==> src/rtl/ahb_lite_mem_slave_if.sv <==
`default_nettype none
// ============================================================================
// Module : ahb_lite_mem_slave_if
// Desc   : AHB-Lite bus bundle between a fabric master and the memory slave.
// Rev    : 1.0
// ============================================================================
interface ahb_lite_mem_slave_if;
    logic        HSEL;
    logic [31:0] HADDR;
    logic [1:0]  HTRANS;
    logic        HWRITE;
    logic [2:0]  HSIZE;
    logic [2:0]  HBURST;
    logic [31:0] HWDATA;
    logic        HREADY;
    logic        HREADYOUT;
    logic [31:0] HRDATA;
    logic [1:0]  HRESP;

    modport slave (
        input  HSEL, HADDR, HTRANS, HWRITE, HSIZE, HBURST, HWDATA, HREADY,
        output HREADYOUT, HRDATA, HRESP
    );

    modport master (
        output HSEL, HADDR, HTRANS, HWRITE, HSIZE, HBURST, HWDATA, HREADY,
        input  HREADYOUT, HRDATA, HRESP
    );
endinterface
`default_nettype wire

==> src/rtl/ahb_lite_mem_slave.sv <==
`default_nettype none
// ============================================================================
// Module : ahb_lite_mem_slave
// Desc   : AHB-Lite register-memory responder with wait states, two-cycle
//          ERROR response and a registered fabric-side read port.
// Rev    : 1.0
// ============================================================================
module ahb_lite_mem_slave #(
    parameter int unsigned DEPTH       = 32,
    parameter int unsigned WAIT_STATES = 0,
    parameter logic [31:0] BASE_ADDR   = 32'h3000_0000
) (
    input  wire                      HCLK,
    input  wire                      reset,
    ahb_lite_mem_slave_if.slave      bus,
    input  wire  [$clog2(DEPTH)-1:0] usr_raddr,
    output logic [31:0]              usr_rdata
);
    localparam int unsigned IDX_W       = $clog2(DEPTH);
    localparam logic [31:0] C_MEM_BYTES = 32'(DEPTH * 4);
    localparam logic [2:0]  C_WAIT      = 3'(WAIT_STATES);
    localparam bit          C_HAS_WAIT  = (WAIT_STATES != 0);

    typedef enum logic [1:0] {
        S_IDLE = 2'd0,
        S_WAIT = 2'd1,
        S_ERR1 = 2'd2,
        S_ERR2 = 2'd3
    } state_t;

    state_t           r_state, w_state_nxt;
    logic [2:0]       r_cnt, w_cnt_nxt;
    logic [31:0]      r_mem [DEPTH];
    logic [IDX_W-1:0] r_idx;
    logic [3:0]       r_be;
    logic             r_wr_pend;
    logic             r_rd_pend;
    logic [31:0]      r_hrdata;

    logic             w_hreadyout;
    logic [1:0]       w_hresp;
    logic             w_accept;
    logic             w_err;
    logic             w_commit;
    logic             w_rd_late;
    logic [31:0]      w_offset;
    logic [IDX_W-1:0] w_idx;
    logic [3:0]       w_be;
    logic [31:0]      w_fwd;

    always_comb begin
        w_offset = bus.HADDR - BASE_ADDR;
        w_idx    = w_offset[IDX_W+1:2];
        case (bus.HSIZE)
            3'b000:  w_be = 4'b0001 << bus.HADDR[1:0];
            3'b001:  w_be = bus.HADDR[1] ? 4'b1100 : 4'b0011;
            3'b010:  w_be = 4'b1111;
            default: w_be = 4'b0000;
        endcase
        // Addresses below BASE_ADDR wrap to huge offsets, so one compare covers both bounds
        w_err = (bus.HSIZE > 3'b010)
             || (w_offset >= C_MEM_BYTES)
             || ((bus.HSIZE == 3'b001) && bus.HADDR[0])
             || ((bus.HSIZE == 3'b010) && (bus.HADDR[1:0] != 2'b00));
    end

    always_comb begin
        w_hreadyout = 1'b1;
        w_hresp     = 2'b00;
        w_state_nxt = r_state;
        w_cnt_nxt   = r_cnt;
        case (r_state)
            S_WAIT: begin
                w_hreadyout = (r_cnt == 3'd0);
                if (r_cnt != 3'd0) w_cnt_nxt = r_cnt - 3'd1;
                else               w_state_nxt = S_IDLE;
            end
            S_ERR1: begin
                w_hreadyout = 1'b0;
                w_hresp     = 2'b01;
                w_state_nxt = S_ERR2;
            end
            S_ERR2: begin
                w_hresp     = 2'b01;
                w_state_nxt = S_IDLE;
            end
            default: ;
        endcase
        w_accept = bus.HSEL && bus.HREADY && bus.HTRANS[1] && w_hreadyout;
        if (w_accept) begin
            if (w_err) begin
                w_state_nxt = S_ERR1;
            end else if (C_HAS_WAIT) begin
                w_state_nxt = S_WAIT;
                w_cnt_nxt   = C_WAIT;
            end else begin
                w_state_nxt = S_IDLE;
            end
        end
        w_commit  = r_wr_pend && w_hreadyout;
        w_rd_late = C_HAS_WAIT && (r_state == S_WAIT) && (r_cnt == 3'd1) && r_rd_pend;
    end

    // A zero-wait read accepted while a write commits must see the new bytes
    always_comb begin
        for (int b = 0; b < 4; b++) begin
            w_fwd[8*b +: 8] = (w_commit && (r_idx == w_idx) && r_be[b])
                            ? bus.HWDATA[8*b +: 8] : r_mem[w_idx][8*b +: 8];
        end
    end

    always_ff @(posedge HCLK) begin
        if (reset) begin
            r_state   <= S_IDLE;
            r_cnt     <= 3'd0;
            r_idx     <= '0;
            r_be      <= 4'b0000;
            r_wr_pend <= 1'b0;
            r_rd_pend <= 1'b0;
            r_hrdata  <= 32'd0;
            usr_rdata <= 32'd0;
        end else begin
            r_state <= w_state_nxt;
            r_cnt   <= w_cnt_nxt;
            if (w_accept) begin
                r_idx     <= w_idx;
                r_be      <= w_be;
                r_wr_pend <= !w_err && bus.HWRITE;
                r_rd_pend <= !w_err && !bus.HWRITE;
            end else if (w_hreadyout) begin
                r_wr_pend <= 1'b0;
                r_rd_pend <= 1'b0;
            end
            if (w_accept && w_err)
                r_hrdata <= 32'd0;
            else if (w_accept && !bus.HWRITE && !C_HAS_WAIT)
                r_hrdata <= w_fwd;
            else if (w_rd_late)
                r_hrdata <= r_mem[r_idx];
            usr_rdata <= r_mem[usr_raddr];
        end
    end

    always_ff @(posedge HCLK) begin
        if (!reset && w_commit) begin
            for (int b = 0; b < 4; b++) begin
                if (r_be[b]) r_mem[r_idx][8*b +: 8] <= bus.HWDATA[8*b +: 8];
            end
        end
    end

    assign bus.HREADYOUT = w_hreadyout;
    assign bus.HRESP     = w_hresp;
    assign bus.HRDATA    = r_hrdata;
endmodule
`default_nettype wire

==> src/flat_wrapper.sv <==
// flat-port wrapper written by rule: the top's interface ports become plain ports
module ahb_lite_mem_slave_flat 
#(
    parameter int unsigned DEPTH       = 32,
    parameter int unsigned WAIT_STATES = 0,
    parameter logic [31:0] BASE_ADDR   = 32'h3000_0000
)
  (HCLK, reset, usr_raddr, usr_rdata, bus_HSEL, bus_HADDR, bus_HTRANS, bus_HWRITE, bus_HSIZE, bus_HBURST, bus_HWDATA, bus_HREADY, bus_HREADYOUT, bus_HRDATA, bus_HRESP);
  ahb_lite_mem_slave_if bus_i ();
  input  wire HCLK;
  input  wire reset;
  input  wire  [$clog2(DEPTH)-1:0] usr_raddr;
  output logic [31:0] usr_rdata;
  input wire logic [$bits(bus_i.HSEL)-1:0] bus_HSEL;
  input wire logic [$bits(bus_i.HADDR)-1:0] bus_HADDR;
  input wire logic [$bits(bus_i.HTRANS)-1:0] bus_HTRANS;
  input wire logic [$bits(bus_i.HWRITE)-1:0] bus_HWRITE;
  input wire logic [$bits(bus_i.HSIZE)-1:0] bus_HSIZE;
  input wire logic [$bits(bus_i.HBURST)-1:0] bus_HBURST;
  input wire logic [$bits(bus_i.HWDATA)-1:0] bus_HWDATA;
  input wire logic [$bits(bus_i.HREADY)-1:0] bus_HREADY;
  output wire logic [$bits(bus_i.HREADYOUT)-1:0] bus_HREADYOUT;
  output wire logic [$bits(bus_i.HRDATA)-1:0] bus_HRDATA;
  output wire logic [$bits(bus_i.HRESP)-1:0] bus_HRESP;
  assign bus_i.HSEL = bus_HSEL;
  assign bus_i.HADDR = bus_HADDR;
  assign bus_i.HTRANS = bus_HTRANS;
  assign bus_i.HWRITE = bus_HWRITE;
  assign bus_i.HSIZE = bus_HSIZE;
  assign bus_i.HBURST = bus_HBURST;
  assign bus_i.HWDATA = bus_HWDATA;
  assign bus_i.HREADY = bus_HREADY;
  assign bus_HREADYOUT = bus_i.HREADYOUT;
  assign bus_HRDATA = bus_i.HRDATA;
  assign bus_HRESP = bus_i.HRESP;
  ahb_lite_mem_slave #(.DEPTH(DEPTH), .WAIT_STATES(WAIT_STATES), .BASE_ADDR(BASE_ADDR)) u_core (.HCLK(HCLK), .reset(reset), .bus(bus_i), .usr_raddr(usr_raddr), .usr_rdata(usr_rdata));
endmodule
==> config.mk <==
export PLATFORM = sky130hd
export DESIGN_NAME = ahb_lite_mem_slave_flat
export DESIGN_NICKNAME = d
export VERILOG_FILES = /design/src/rtl/ahb_lite_mem_slave_if.sv /design/src/rtl/ahb_lite_mem_slave.sv /design/src/flat_wrapper.sv
export SDC_FILE = /design/constraint.sdc
export NUM_CORES = 1
export LEC_CHECK = 0
export CAP_MARGIN = 20
export CORE_MARGIN = 2
export CORE_UTILIZATION = 35
export CTS_BUF_LIST = sky130_fd_sc_hd__clkbuf_4 sky130_fd_sc_hd__clkbuf_8
export DETAILED_ROUTE_END_ITERATION = 12
export DONT_BUFFER_PORTS = 1
export PLACE_DENSITY = 0.49
export SYNTH_ARGS = -nofsm -noshare
export SYNTH_HDL_FRONTEND = slang
export SYNTH_SLANG_ARGS = --single-unit
==> constraint.sdc <==
create_clock -name HCLK -period 2.76 [get_ports HCLK]
set_input_delay 0.276 -clock HCLK [delete_from_list [all_inputs] [get_ports HCLK]]
set_output_delay 0.276 -clock HCLK [all_outputs]
set_load 0.02 [all_outputs]
# After elaboration in Yosys (flattened, before gate mapping)
# Memory sizes are Yosys's and may differ from the RTL's. A register that Yosys moved wholly into a read port is not among the register bits.
# Index checks and enable logic that the tools add are counted.
# op_classes
addsub,2
magnitude_cmp,2
eq_ne,6
shifts,1
muxes,22
reduce_logical,26
# ops
cell,n
greater-or-equal comparator 32 x 8 -> 1 bit (second input constant),1
subtractor 32 x 30 -> 32 bit (second input constant),1
two-way mux 1 bit,15
case mux 4 bit (3 select lines),1
logical AND 1 bit,10
zero test 3 bit,2
two-way mux 2 bit,3
case mux 2 bit (3 select lines),1
== test 2 bit (second input constant),2
two-way mux 4 bit,1
AND reduction 2 bit,2
nonzero test 2 bit,2
nonzero test 4 bit,1
OR reduction 2 bit,2
left shift 1 x 2 -> 4 bit (first input constant),1
== test 3 x 1 -> 1 bit (second input constant),1
== test 3 x 2 -> 1 bit (second input constant),1
> comparator 3 x 2 -> 1 bit (second input constant),1
zero test 1 bit,3
logical OR 1 bit,3
!= test 3 x 2 -> 1 bit (second input constant),1
nonzero test 3 bit,1
subtractor 3 x 1 -> 3 bit (second input constant),1
== test 2 x 1 -> 1 bit (second input constant),1
case mux 1 bit (2 select lines),1
# totals
reg_bits,15
ramBits,1024
input_bits,82
out_inout_bits,67
wordCells,65
n_memories,1
# memory_table
memory,depth,word_bits,rd,rd_ports_with_merged_regs,write_ports,line_no,rtl
u_core.r_mem,32,32,2,2,1,ahb_lite_mem_slave.sv:33,logic [31:0] r_mem [DEPTH];

# Depth between registers and ports, before layout
# Gate-level depths: netlist of the first run.
# depth
depth_word,8
mapped_depth,11
depth_no_buf,8

# Least setup slack after synthesis of the first run
# No wires, ideal clock.
# synth_path
path_kind,register to register
start,register u_core.r_cnt[0]
end,memory u_core.r_mem[10][0] (enable)
setup_ns,0.370
t_arrival_ns,1.951
required_ns,2.390
setup_slack_ns,0.438
stages_incl_launch_ff,9
n_path_buf,2
period_less_slack_ns,2.322
cell_sequence,dfxtp_1 inv_1 ha_1 nor2b_1 o2111a_1 clkbuf_1 nand2_1 clkbuf_1 nor2_1
# synth_between
elab_chain_cells,6
# synth_rtl
item,line_no,rtl
start: declaration,ahb_lite_mem_slave.sv:32,"logic [2:0] r_cnt, w_cnt_nxt;"
start signal: assignment,ahb_lite_mem_slave.sv:124,r_cnt <= w_cnt_nxt;
zero test 3 bit,ahb_lite_mem_slave.sv:74,w_hreadyout = (r_cnt == 3'd0);
case mux 1 bit (2 select lines),ahb_lite_mem_slave.sv:72,case (r_state)
logical AND 1 bit,ahb_lite_mem_slave.sv:100,w_commit = r_wr_pend && w_hreadyout;
logical AND 1 bit,ahb_lite_mem_slave.sv:145,if (!reset && w_commit) begin
two-way mux 1 bit,ahb_lite_mem_slave.sv:145,
two-way mux 1 bit (implied by the code),ahb_lite_mem_slave.sv:147,if (r_be[b]) r_mem[r_idx][8*b +: 8] <= bus.HWDATA[8*b +: 8];
end: declaration,ahb_lite_mem_slave.sv:33,
# No other way between the ends.

==> results of run 1 <==
## cell families (layout without fill, tap and decap cells)
logic type                 count (synthesis)  after routing
DFF                                     1103           1103
muxes                                    724            724
and+or+nand+nor                          382            382
buffers and inverters                    211            652
AOI/OAI and AO/OA                        176            176
xor gates and xnor gates                   8              8
adders and majority gates                  2              2
other                                      1              3
## worst paths after layout
path,startpoint,endpoint,slack (ns)
min reg2reg,u_core.r_wr_pend,u_core.r_wr_pend,0.50
max,usr_raddr[1],u_core.usr_rdata[8],-0.18
min,usr_raddr[3],u_core.usr_rdata[9],0.07
max reg2reg,u_core.r_mem[15][8],u_core.usr_rdata[8],0.03
## what timing repair did
item	CTS	global route
gates resized for setup	1	2
endpoints found under the hold margin	1103	1
hold buffers	92	1
setup endpoints to repair	1	2
## state kept, by name (all words and copies together), names as in the netlist
signal,cells
u_core.r_state,2
u_core.bus.HRDATA,32
u_core.r_be,4
u_core.usr_rdata,32
u_core.r_wr_pend,1
u_core.r_cnt,3
u_core.r_mem,1024
u_core.r_idx,5
## cell type report
cell class	count	area [um2]
Sequential cell	1103	32300
Tap cell	1903	2380
Inverter	7	26.3
Antenna cell	2	5.00
Multi-Input combinational cell	1293	17200
Clock inverter	102	808
Fill cell	12729	84600
Clock buffer	259	3250
Timing Repair Buffer	284	2850
## cell usage after synthesis (3+ instances only)
cell type | count | area [um2]
sky130_fd_sc_hd__a22o_1 | 34 | 298
sky130_fd_sc_hd__xnor2_1 | 3 | 26.3
sky130_fd_sc_hd__nand4_1 | 11 | 68.8
sky130_fd_sc_hd__nor3b_1 | 7 | 52.6
sky130_fd_sc_hd__nand2b_1 | 6 | 37.5
sky130_fd_sc_hd__dfxtp_1 | 79 | 1580
sky130_fd_sc_hd__nor3_1 | 50 | 250
sky130_fd_sc_hd__nor2_1 | 198 | 743
sky130_fd_sc_hd__nor2b_1 | 10 | 62.6
sky130_fd_sc_hd__buf_1 | 21 | 78.8
sky130_fd_sc_hd__nand2_1 | 58 | 218
sky130_fd_sc_hd__buf_2 | 55 | 275
sky130_fd_sc_hd__xor2_1 | 5 | 43.8
sky130_fd_sc_hd__buf_4 | 25 | 188
sky130_fd_sc_hd__o21ai_0 | 11 | 55.1
sky130_fd_sc_hd__o21a_1 | 3 | 22.5
sky130_fd_sc_hd__a2111oi_0 | 13 | 114
sky130_fd_sc_hd__a21boi_0 | 3 | 22.5
sky130_fd_sc_hd__a21oi_1 | 12 | 60.1
sky130_fd_sc_hd__edfxtp_1 | 1024 | 30700
sky130_fd_sc_hd__clkbuf_1 | 101 | 379
sky130_fd_sc_hd__nand3_1 | 15 | 75.1
sky130_fd_sc_hd__mux2_2 | 64 | 721
sky130_fd_sc_hd__o22ai_1 | 58 | 363
sky130_fd_sc_hd__and2_1 | 4 | 25.0
sky130_fd_sc_hd__a2111oi_1 | 10 | 100
sky130_fd_sc_hd__inv_1 | 7 | 26.3
sky130_fd_sc_hd__mux4_2 | 541 | 12200
sky130_fd_sc_hd__nor4_1 | 9 | 56.3
sky130_fd_sc_hd__mux2i_1 | 119 | 1190
sky130_fd_sc_hd__a22oi_1 | 24 | 180
## stage by stage
| stage | instance area [um2] | utilization [%] |
|---|---|---|
| 2_1_floorplan | 50500 | - |
| 3_3_place_gp | 53300 | 37.1 |
| 3_5_place_dp | 53300 | 37.1 |
| 4_1_cts | 58500 | 40.8 |
| 5_1_grt | 58900 | 41.0 |
| 6_report | 58900 | 41.0 |
## per-layer routing
metal  up-vias  wire length [um]  GRT usage [%]
li1      11703                 -              -
met5         -                41              0
met4         6              4990           7.62
met2      1370             78800           35.8
met1     15710             69900           31.1
met3       266             15400           6.35
## power by group
part           switching (uW)  internal, uW  leakage [uW]
Combinational            1060          1230       0.00678
Clock                    7220          8590       0.00215
Sequential                140         18300       0.00985
## tightest hold or removal path, stage by stage
cell and delay, ns:
sky130_fd_sc_hd__mux2_2 0.17, sky130_fd_sc_hd__o22ai_1 0.19, sky130_fd_sc_hd__nor3_1 0.20
==> results.yml, run 1 <==
synth:
  synth-compound-area-share_pct: 2.56
  synth.ff_latch_count: 1103
  post_synthesis_mean_instance_area_um2: 19.4
  largest_family_of_logic_cells_by_synthesized_area: "multiplexers"
  yosys.area_share.adder_pct: 0.0496
  syn_inst: 2607
  async_sr_flop_fraction_pct: 0
  ys.warnings.count: 0
  number_of_nets_in_the_synthesized_netlist: 2691
  post_synth_xor_area_fraction_pct: 0.139
  synth_edf_count: 1024
  synth-seq-area-share_pct: 64.0
  synthFlopType: "sky130_fd_sc_hd__edfxtp_1"
  synth_simple_gate_area_share_pct: 3.37
  synthMuxAreaShare_pct: 27.9
  yosysUniqueCellTypes: 49
  netlist_area_um2: 50500
floorplanning:
  start_util_pct: 35.2
  floorplan.core_area_um2: 143000
  die-width_um: 384
  design.portCount: 149
  rows: 139
  die_boundary_height_um: 384
  fp.dieArea_um2: 147000
critical_path:
  slowest_cell_delay_on_critical_path_ns: 0.80
  arrival_ns: 3.75
  rr_worst_depth: 6
  crit_path_start_kind: "primary input"
  crit_path_top_delay_cell: "sky130_fd_sc_hd__mux4_2"
  worst-path-stages: 6
  critPathBufInv: 2
  worstPathCellList: "mux4_2, mux2_2, dlygate4sd3_1, o22ai_1, dlygate4sd3_1, nor3_1"
  path_class: "in2reg"
  cp.required_ns: 3.57
  critical_path_peak_fanout: 256
  critical_path.most_common_cell: "sky130_fd_sc_hd__dlygate4sd3_1"
  end_kind: "flip-flop"
  category_of_cells_accounting_for_the_largest_share_of_critical_path_delay: "buffers and inverters"
cts:
  cts_tree: "done"
  cts-buffers-inserted: 194
  clock_insertion_delay_worst_skew_ns: 0.94
  path_clk_slew_ns: 0.06
  cts_post_setup_buffers_inserted: 0
  cts_root_buf: "sky130_fd_sc_hd__clkbuf_8"
  ctsLongestPathBuffers: 3
  cts_htree_levels: 4
  cts.sinks: 1103
grt:
  initial_antenna_violation_count: 8
  number_of_global_route_vias_before_repair: 30380
  grt_usage_pct: 23.0
  grt_pass1_wl_um: 236000
  grt_start_max_net_pins: 282
  grt_overflow_total: 0
placement:
  placement.setup.worst_slack_ns: 0.166
  post-dp-hpwl_um: 97000
  place.gp.congestion: 0.803
  portBuffers: 0
  placed_cells_incl_taps: 4480
timing:
  timing.final.crit_share_pct: 106
  setup_tns_ns: -0.177
  final_hold_viol_count: 0
  rsz0062_at_grt: "false"
  finalWorstPathRequiredPeriod_ns: 2.94
  final-max-slew-violation-count: 136
  worst_hold_slack_ns: 0.0693
  maxClockFrequency_mhz: 340
  finClkSkew_ns: 0.0424
  slew_headroom_pct: -46.0
  worst-slew-pin-transition_ns: 2.19
  post-route-worst-setup-slack_ns: -0.177
  final-setup-viol-count: 1
layout:
  most_common_cell_after_layout_fill_and_taps_aside: "sky130_fd_sc_hd__edfxtp_1"
  layout.nets: 2967
  area_delta_synth_final_pct: 16.6
  drive_gt1_share_pct: 38.1
  most_used_cells_in_the_layout_excluding_fill_and_tap_cells: "sky130_fd_sc_hd__edfxtp_1, sky130_fd_sc_hd__mux4_2, sky130_fd_sc_hd__clkbuf_8"
  final_cell_count_no_fill: 4953
detailed_routing:
  detail_route.iter0.violations: 3340
  route.final.wire_length_um: 169000
  drc: 0
  routed_wire_length_per_instance_um: 34.1
  antenna_left: 0
  drt-pass1-iter-count: 6
  detail_route.vias_per_cell: 5.87
  routed-via-count: 29055
status:
  outcome: "finished, violations left"
  violated_checks: "max-slew violations, negative setup slack"
hold_path:
  hold_path_depth: 3
  hold_path.class: "in2reg"
power:
  post-layout-total-power_uw: 36600
  power_per_cell_area_nw_per_um2: 621
  vdd_ir_drop_max_uv: 382
  p_leak_uw: 0.0188
flow_run:
  max_cap_violations: 0
No activity file was read; power rests on OpenSTA's default activity.
==> run 2, diff against run 1 <==
Settings changed: CORE_UTILIZATION 35 to 26, PLACE_DENSITY 0.49 to 0.39.
Clock period 2.76 ns to 2.75 ns, I/O delays scaled along.
==> results.yml, run 2 (synthesis gave the netlist of run 1 again) <==
status:
  outcome: "finished, final reports clean"
critical_path:
  path_class: "reg2reg"
  rr_worst_depth: 10
  crit_path_start_kind: "flip-flop"
  timing.rr.end: "u_core.r_be[0]"
  critical_path_peak_fanout: 13
  arrival_ns: 3.39
  r2r_setup_slack_ns: 0.18
  end_kind: "flip-flop"
  worst_r2r_startpoint: "u_core.r_cnt[0]"
  cp.required_ns: 3.57
timing:
  worst-slew-pin-transition_ns: 1.22
  slew_headroom_pct: 18.4
  final_hold_viol_count: 0
  final-setup-viol-count: 0
  finalWorstPathRequiredPeriod_ns: 2.57
  maxClockFrequency_mhz: 390
  rsz0062_at_grt: "false"
  final-max-slew-violation-count: 0
  finClkSkew_ns: 0.0511
  timing.final.crit_share_pct: 93.3
grt:
  number_of_global_route_vias_before_repair: 30469
  initial_antenna_violation_count: 9
  grt_start_max_net_pins: 280
  grt_overflow_total: 0
  grt_usage_pct: 18.2
  grt_pass1_wl_um: 251000
detailed_routing:
  detail_route.vias_per_cell: 5.17
  routed_wire_length_per_instance_um: 32.7
  drc: 0
  drt-pass1-iter-count: 5
  route.final.wire_length_um: 182000
  detail_route.iter0.violations: 2615
  routed-via-count: 28859
  antenna_left: 0
power:
  power_per_cell_area_nw_per_um2: 608
  post-layout-total-power_uw: 36500
  p_leak_uw: 0.0188
  p_seq_share_pct: 50.8
  vdd_ir_drop_max_uv: 449
  swShare_pct: 22.9
  clock_power_share_pct: 42.8
  switching_power_uw: 8370
  power_frac_comb_pct: 6.4
  cell_internal_pwr_uw: 28100
cts:
  cts.sinks: 1103
  cts_htree_levels: 4
  ctsLongestPathBuffers: 3
  path_clk_slew_ns: 0.07
  cts_root_buf: "sky130_fd_sc_hd__clkbuf_8"
  clock_insertion_delay_worst_skew_ns: 0.95
  cts-buffers-inserted: 193
  cts_tree: "done"
layout:
  max_reg_flops: 1024
  stdcell_area_um2: 60000
  registers.top_by_ff_count: "u_core.r_mem"
  area_delta_synth_final_pct: 18.8
  filler_cell_count: 18433
  drive_gt1_share_pct: 38.4
  most_used_cells_in_the_layout_excluding_fill_and_tap_cells: "sky130_fd_sc_hd__edfxtp_1, sky130_fd_sc_hd__mux4_2, sky130_fd_sc_hd__clkbuf_8"
  layout.nets: 2979
  most_common_cell_after_layout_fill_and_taps_aside: "sky130_fd_sc_hd__edfxtp_1"
  final_standard_cell_utilization_of_the_core_pct: 31.1
  final_cell_count_no_fill: 5580
hold_path:
  hold_path.class: "in2reg"
  hold_path.startpoint: "usr_raddr[1]"
  hold_path_depth: 4
  min_delay_worst_endpoint: "u_core.usr_rdata[21]"
floorplanning:
  design.portCount: 149
  start_util_pct: 26.2
  fp.dieArea_um2: 198000
  rows: 161
  die-width_um: 445
  floorplan.core_area_um2: 193000
  die_boundary_height_um: 445
placement:
  placed_cells_incl_taps: 5122
  portBuffers: 0
  place.gp.congestion: 0.787
  instance_area_at_placement_um2: 54600
  post-dp-hpwl_um: 107000
flow_run:
  max_cap_violations: 0
run 2: cell types whose count changed in the layout (fill, tap and decap cells not counted), moves of 4 or more:
cell and change:
sky130_fd_sc_hd__buf_12 +32, sky130_fd_sc_hd__buf_4 -9, sky130_fd_sc_hd__clkbuf_4 +5, sky130_fd_sc_hd__clkinv_2 -5
sky130_fd_sc_hd__clkinvlp_4 +4, sky130_fd_sc_hd__dlygate4sd3_1 -5, sky130_fd_sc_hd__inv_8 -6
run 2: metrics by stage:
stage / TNS [ns] / hold WS [ns] / setup WS [ns]
final: 0 / 0.0336 / 0.185
after global routing: 0 / 0.0255 / 0.00416
after CTS: 0 / 0.00607 / 0.0214
after detailed placement: -0.0159 / 0.362 / -0.0159
after global placement: 0 / 0.358 / 0.0925
after floorplan: 0 / 0.374 / 0.428
run 2: worst max-delay path: stages, from the launching register on:
cell and delay (ns):
sky130_fd_sc_hd__dfxtp_1 0.34, sky130_fd_sc_hd__inv_1 0.07, sky130_fd_sc_hd__ha_1 0.19, sky130_fd_sc_hd__nor2b_1 0.14
sky130_fd_sc_hd__buf_4 0.14, sky130_fd_sc_hd__o211ai_1 0.36, sky130_fd_sc_hd__buf_4 0.34, sky130_fd_sc_hd__nor3b_1 0.10
sky130_fd_sc_hd__dlygate4sd3_1 0.58, sky130_fd_sc_hd__a21oi_1 0.12, sky130_fd_sc_hd__nor2_1 0.05
run 2: how the worst max path moves through the flow:
stage / start / end / slack [ns] / cells past startpoint
finish: u_core.r_cnt[0] / u_core.r_be[0] / 0.18 / 10
global route: u_core.r_cnt[0] / u_core.bus.HRDATA[29] / 0.004 / 9
CTS: u_core.r_cnt[0] / u_core.bus.HRDATA[25] / 0.02 / 9
detailed placement: u_core.r_cnt[0] / u_core.bus.HRDATA[5] / -0.02 / 8
global placement: u_core.r_cnt[0] / u_core.bus.HRDATA[24] / 0.09 / 9
floorplan: u_core.r_cnt[0] / u_core.r_mem[10][0] / 0.43 / 8
run 2: power by group through the flow:
| stage | registers [uW] | clock network (uW) | logic [uW] |
|---|---|---|---|
| CTS | 18500 | 16100 | 2310 |
| global placement | 18900 | 0 | 1720 |
| floorplan | 18800 | 0 | 1640 |
| finish | 18500 | 15600 | 2330 |
| global route | 18500 | 16700 | 2430 |
| detailed placement | 18900 | 0 | 1720 |
run 2: metal layers:
| layer | vias to the layer above | track usage (%) | share of wire [%] |
|---|---|---|---|
| li1 | 11732 | - | - |
| met5 | - | 0.195 | 0.048 |
| met1 | 15779 | 22.9 | 41 |
| met4 | 6 | 6.57 | 3.2 |
| met3 | 276 | 3.26 | 5.1 |
| met2 | 1066 | 31.3 | 51 |
run 2: cell type report:
| type | count | area [um2] | area share (%) |
|---|---|---|---|
| antenna | 3 | 7.51 | 0.0125 |
| clock buffer | 265 | 3300 | 5.50 |
| clock inverter | 86 | 631 | 1.05 |
| inverter | 7 | 26.3 | 0.0438 |
| multi-input combinational | 1293 | 17200 | 28.7 |
| sequential | 1103 | 32300 | 53.9 |
| tap | 2526 | 3160 | 5.27 |
| timing repair buffer | 297 | 3280 | 5.47 |
run 2: timing repair:
| action | in CTS | in global routing |
|---|---|---|
| setup buffers | 2 | 1 |
| cloned | 0 | 0 |
| hold endpoints to repair | 1103 | 0 |
| hold buffers | 93 | 0 |
| pin swaps | 1 | 1 |
| resized for setup | 1 | 3 |
| endpoints found under the setup margin | 3 | 15 |
==> run 3, diff against run 2 <==
Settings changed: CORE_MARGIN 2 to 4, HOLD_SLACK_MARGIN set to 0.06.
==> results.yml, run 3 (synthesis gave the netlist of run 1 again) <==
critical_path:
  worst_r2r_startpoint: "u_core.r_mem[8][2]"
  rr_worst_depth: 6
  cp.required_ns: 3.53
  crit_path_start_kind: "primary input"
  crit_path_start: "usr_raddr[1]"
  end_kind: "flip-flop"
  critPathCapture: "u_core.usr_rdata[10]"
  r2r_setup_slack_ns: 0.10
  path_class: "in2reg"
  critical_path_peak_fanout: 256
  arrival_ns: 3.56
  timing.rr.end: "u_core.usr_rdata[2]"
placement:
  post-dp-hpwl_um: 107000
  portBuffers: 0
  place.gp.congestion: 0.829
timing:
  rsz0062_at_grt: "false"
  finClkSkew_ns: 0.0366
  final_hold_viol_count: 0
  slew_headroom_pct: -33.7
  final-setup-viol-count: 1
  final-max-slew-violation-count: 139
  worst_hold_slack_ns: 0.155
  maxClockFrequency_mhz: 359
  post-route-worst-setup-slack_ns: -0.0321
  setup_tns_ns: -0.0321
  finalWorstPathRequiredPeriod_ns: 2.78
  worst-slew-pin-transition_ns: 2.01
  timing.final.crit_share_pct: 101
flow_run:
  max_cap_violations: 0
layout:
  most_used_cells_in_the_layout_excluding_fill_and_tap_cells: "sky130_fd_sc_hd__edfxtp_1, sky130_fd_sc_hd__mux4_2, sky130_fd_sc_hd__clkbuf_8"
  layout.nets: 3017
  filler_cell_count: 18428
  area_delta_synth_final_pct: 18.8
  max_reg_flops: 1024
  registers.top_by_ff_count: "u_core.r_mem"
  most_common_cell_after_layout_fill_and_taps_aside: "sky130_fd_sc_hd__edfxtp_1"
  final_standard_cell_utilization_of_the_core_pct: 31.1
  drive_gt1_share_pct: 38.6
power:
  swShare_pct: 22.6
  cell_internal_pwr_uw: 28000
  p_leak_uw: 0.0190
  switching_power_uw: 8190
  clock_power_share_pct: 42.1
  power_per_cell_area_nw_per_um2: 604
  power_frac_comb_pct: 6.7
  vdd_ir_drop_max_uv: 459
  p_seq_share_pct: 51.2
floorplanning:
  fp.dieArea_um2: 201000
  die_boundary_height_um: 449
  floorplan.core_area_um2: 193000
  die-width_um: 449
  design.portCount: 149
  start_util_pct: 26.2
  rows: 161
detailed_routing:
  routed_wire_length_per_instance_um: 32.7
  antenna_left: 0
  detail_route.iter0.violations: 2527
  routed-via-count: 28935
  detail_route.vias_per_cell: 5.15
  route.final.wire_length_um: 184000
  drc: 0
  drt-pass1-iter-count: 7
cts:
  cts.sinks: 1103
  ctsLongestPathBuffers: 3
  cts_root_buf: "sky130_fd_sc_hd__clkbuf_8"
  cts-buffers-inserted: 190
  clock_insertion_delay_worst_skew_ns: 0.91
  cts_tree: "done"
  cts_htree_levels: 4
  path_clk_slew_ns: 0.06
status:
  outcome: "finished, violations left"
  violated_checks: "max-slew violations, negative setup slack"
grt:
  initial_antenna_violation_count: 10
  number_of_global_route_vias_before_repair: 31039
  grt_pass1_wl_um: 253000
  grt_usage_pct: 17.9
  grt_overflow_total: 0
  grt_start_max_net_pins: 275
hold_path:
  hold_path.class: "in2reg"
[run 3: worst min path at each step]
stage,depth (start not counted),to,from,slack (ns)
finish,1,u_core.r_mem[1][1],bus_HWDATA[1],0.16
global route,1,u_core.r_mem[1][1],bus_HWDATA[1],0.07
CTS,4,u_core.usr_rdata[13],usr_raddr[3],0.06
detailed placement,1,u_core.r_state[0],reset,0.36
global placement,1,u_core.r_state[0],reset,0.36
floorplan,0,u_core.r_mem[0][0],bus_HWDATA[0],0.37
[run 3: worst max-delay path, cell delays in order]
cell and delay [ns]:
sky130_fd_sc_hd__mux4_2 0.61, sky130_fd_sc_hd__mux2i_1 0.08, sky130_fd_sc_hd__dlygate4sd3_1 0.57, sky130_fd_sc_hd__a22o_1 0.17, sky130_fd_sc_hd__dlygate4sd3_1 0.55, sky130_fd_sc_hd__nor3_1 0.37
[run 3: area by class of cell]
cell class,count,area (um2),area share (%)
Antenna cell,8,20.0,0.0334
Clock buffer,282,3450,5.75
Clock inverter,61,393,0.655
Inverter,7,26.3,0.0438
Tap cell,2526,3160,5.27
Multi-Input combinational cell,1293,17200,28.7
Sequential cell,1103,32300,53.9
Timing Repair Buffer,338,3380,5.63
[run 3: what timing repair did]
action                                  in CTS  in global routing
hold buffers                               116                  0
pin swaps                                    2                  2
resized for setup                            1                  3
endpoints found under the hold margin     1103                  0
endpoints found under the setup margin       9                  9
setup buffers                                4                  2
[run 3: through the flow]
stage                     setup WS [ns]  cell area [um2]  std cells  total power (uW)
final                           -0.0321            60000       5618             36200
after global placement          -0.0394            54400       5136             20600
after floorplan                   0.428            50500       2607             20500
after global routing             0.0345            60000       5615             37600
after CTS                       0.00898            59800       5599             36700
after detailed placement         -0.189            54400       5136             20600
[run 3: power by group through the flow]
stage          sequential, uW  combinational [uW]  clock, uW
6_report                18500                2430      15300
4_1_cts                 18500                2390      15800
5_1_grt                 18500                2520      16500
3_5_place_dp            18900                1730          0
3_3_place_gp            18900                1740          0
2_1_floorplan           18800                1640          0
[run 3: layer usage]
metal / share of wire [%] / wire length [um] / global-route usage, %
met5: 0.014 / 26 / 0
met4: 3.8 / 6930 / 7.28
met3: 4.8 / 8860 / 3.09
met2: 51 / 93000 / 30.7
met1: 41 / 74900 / 22.4
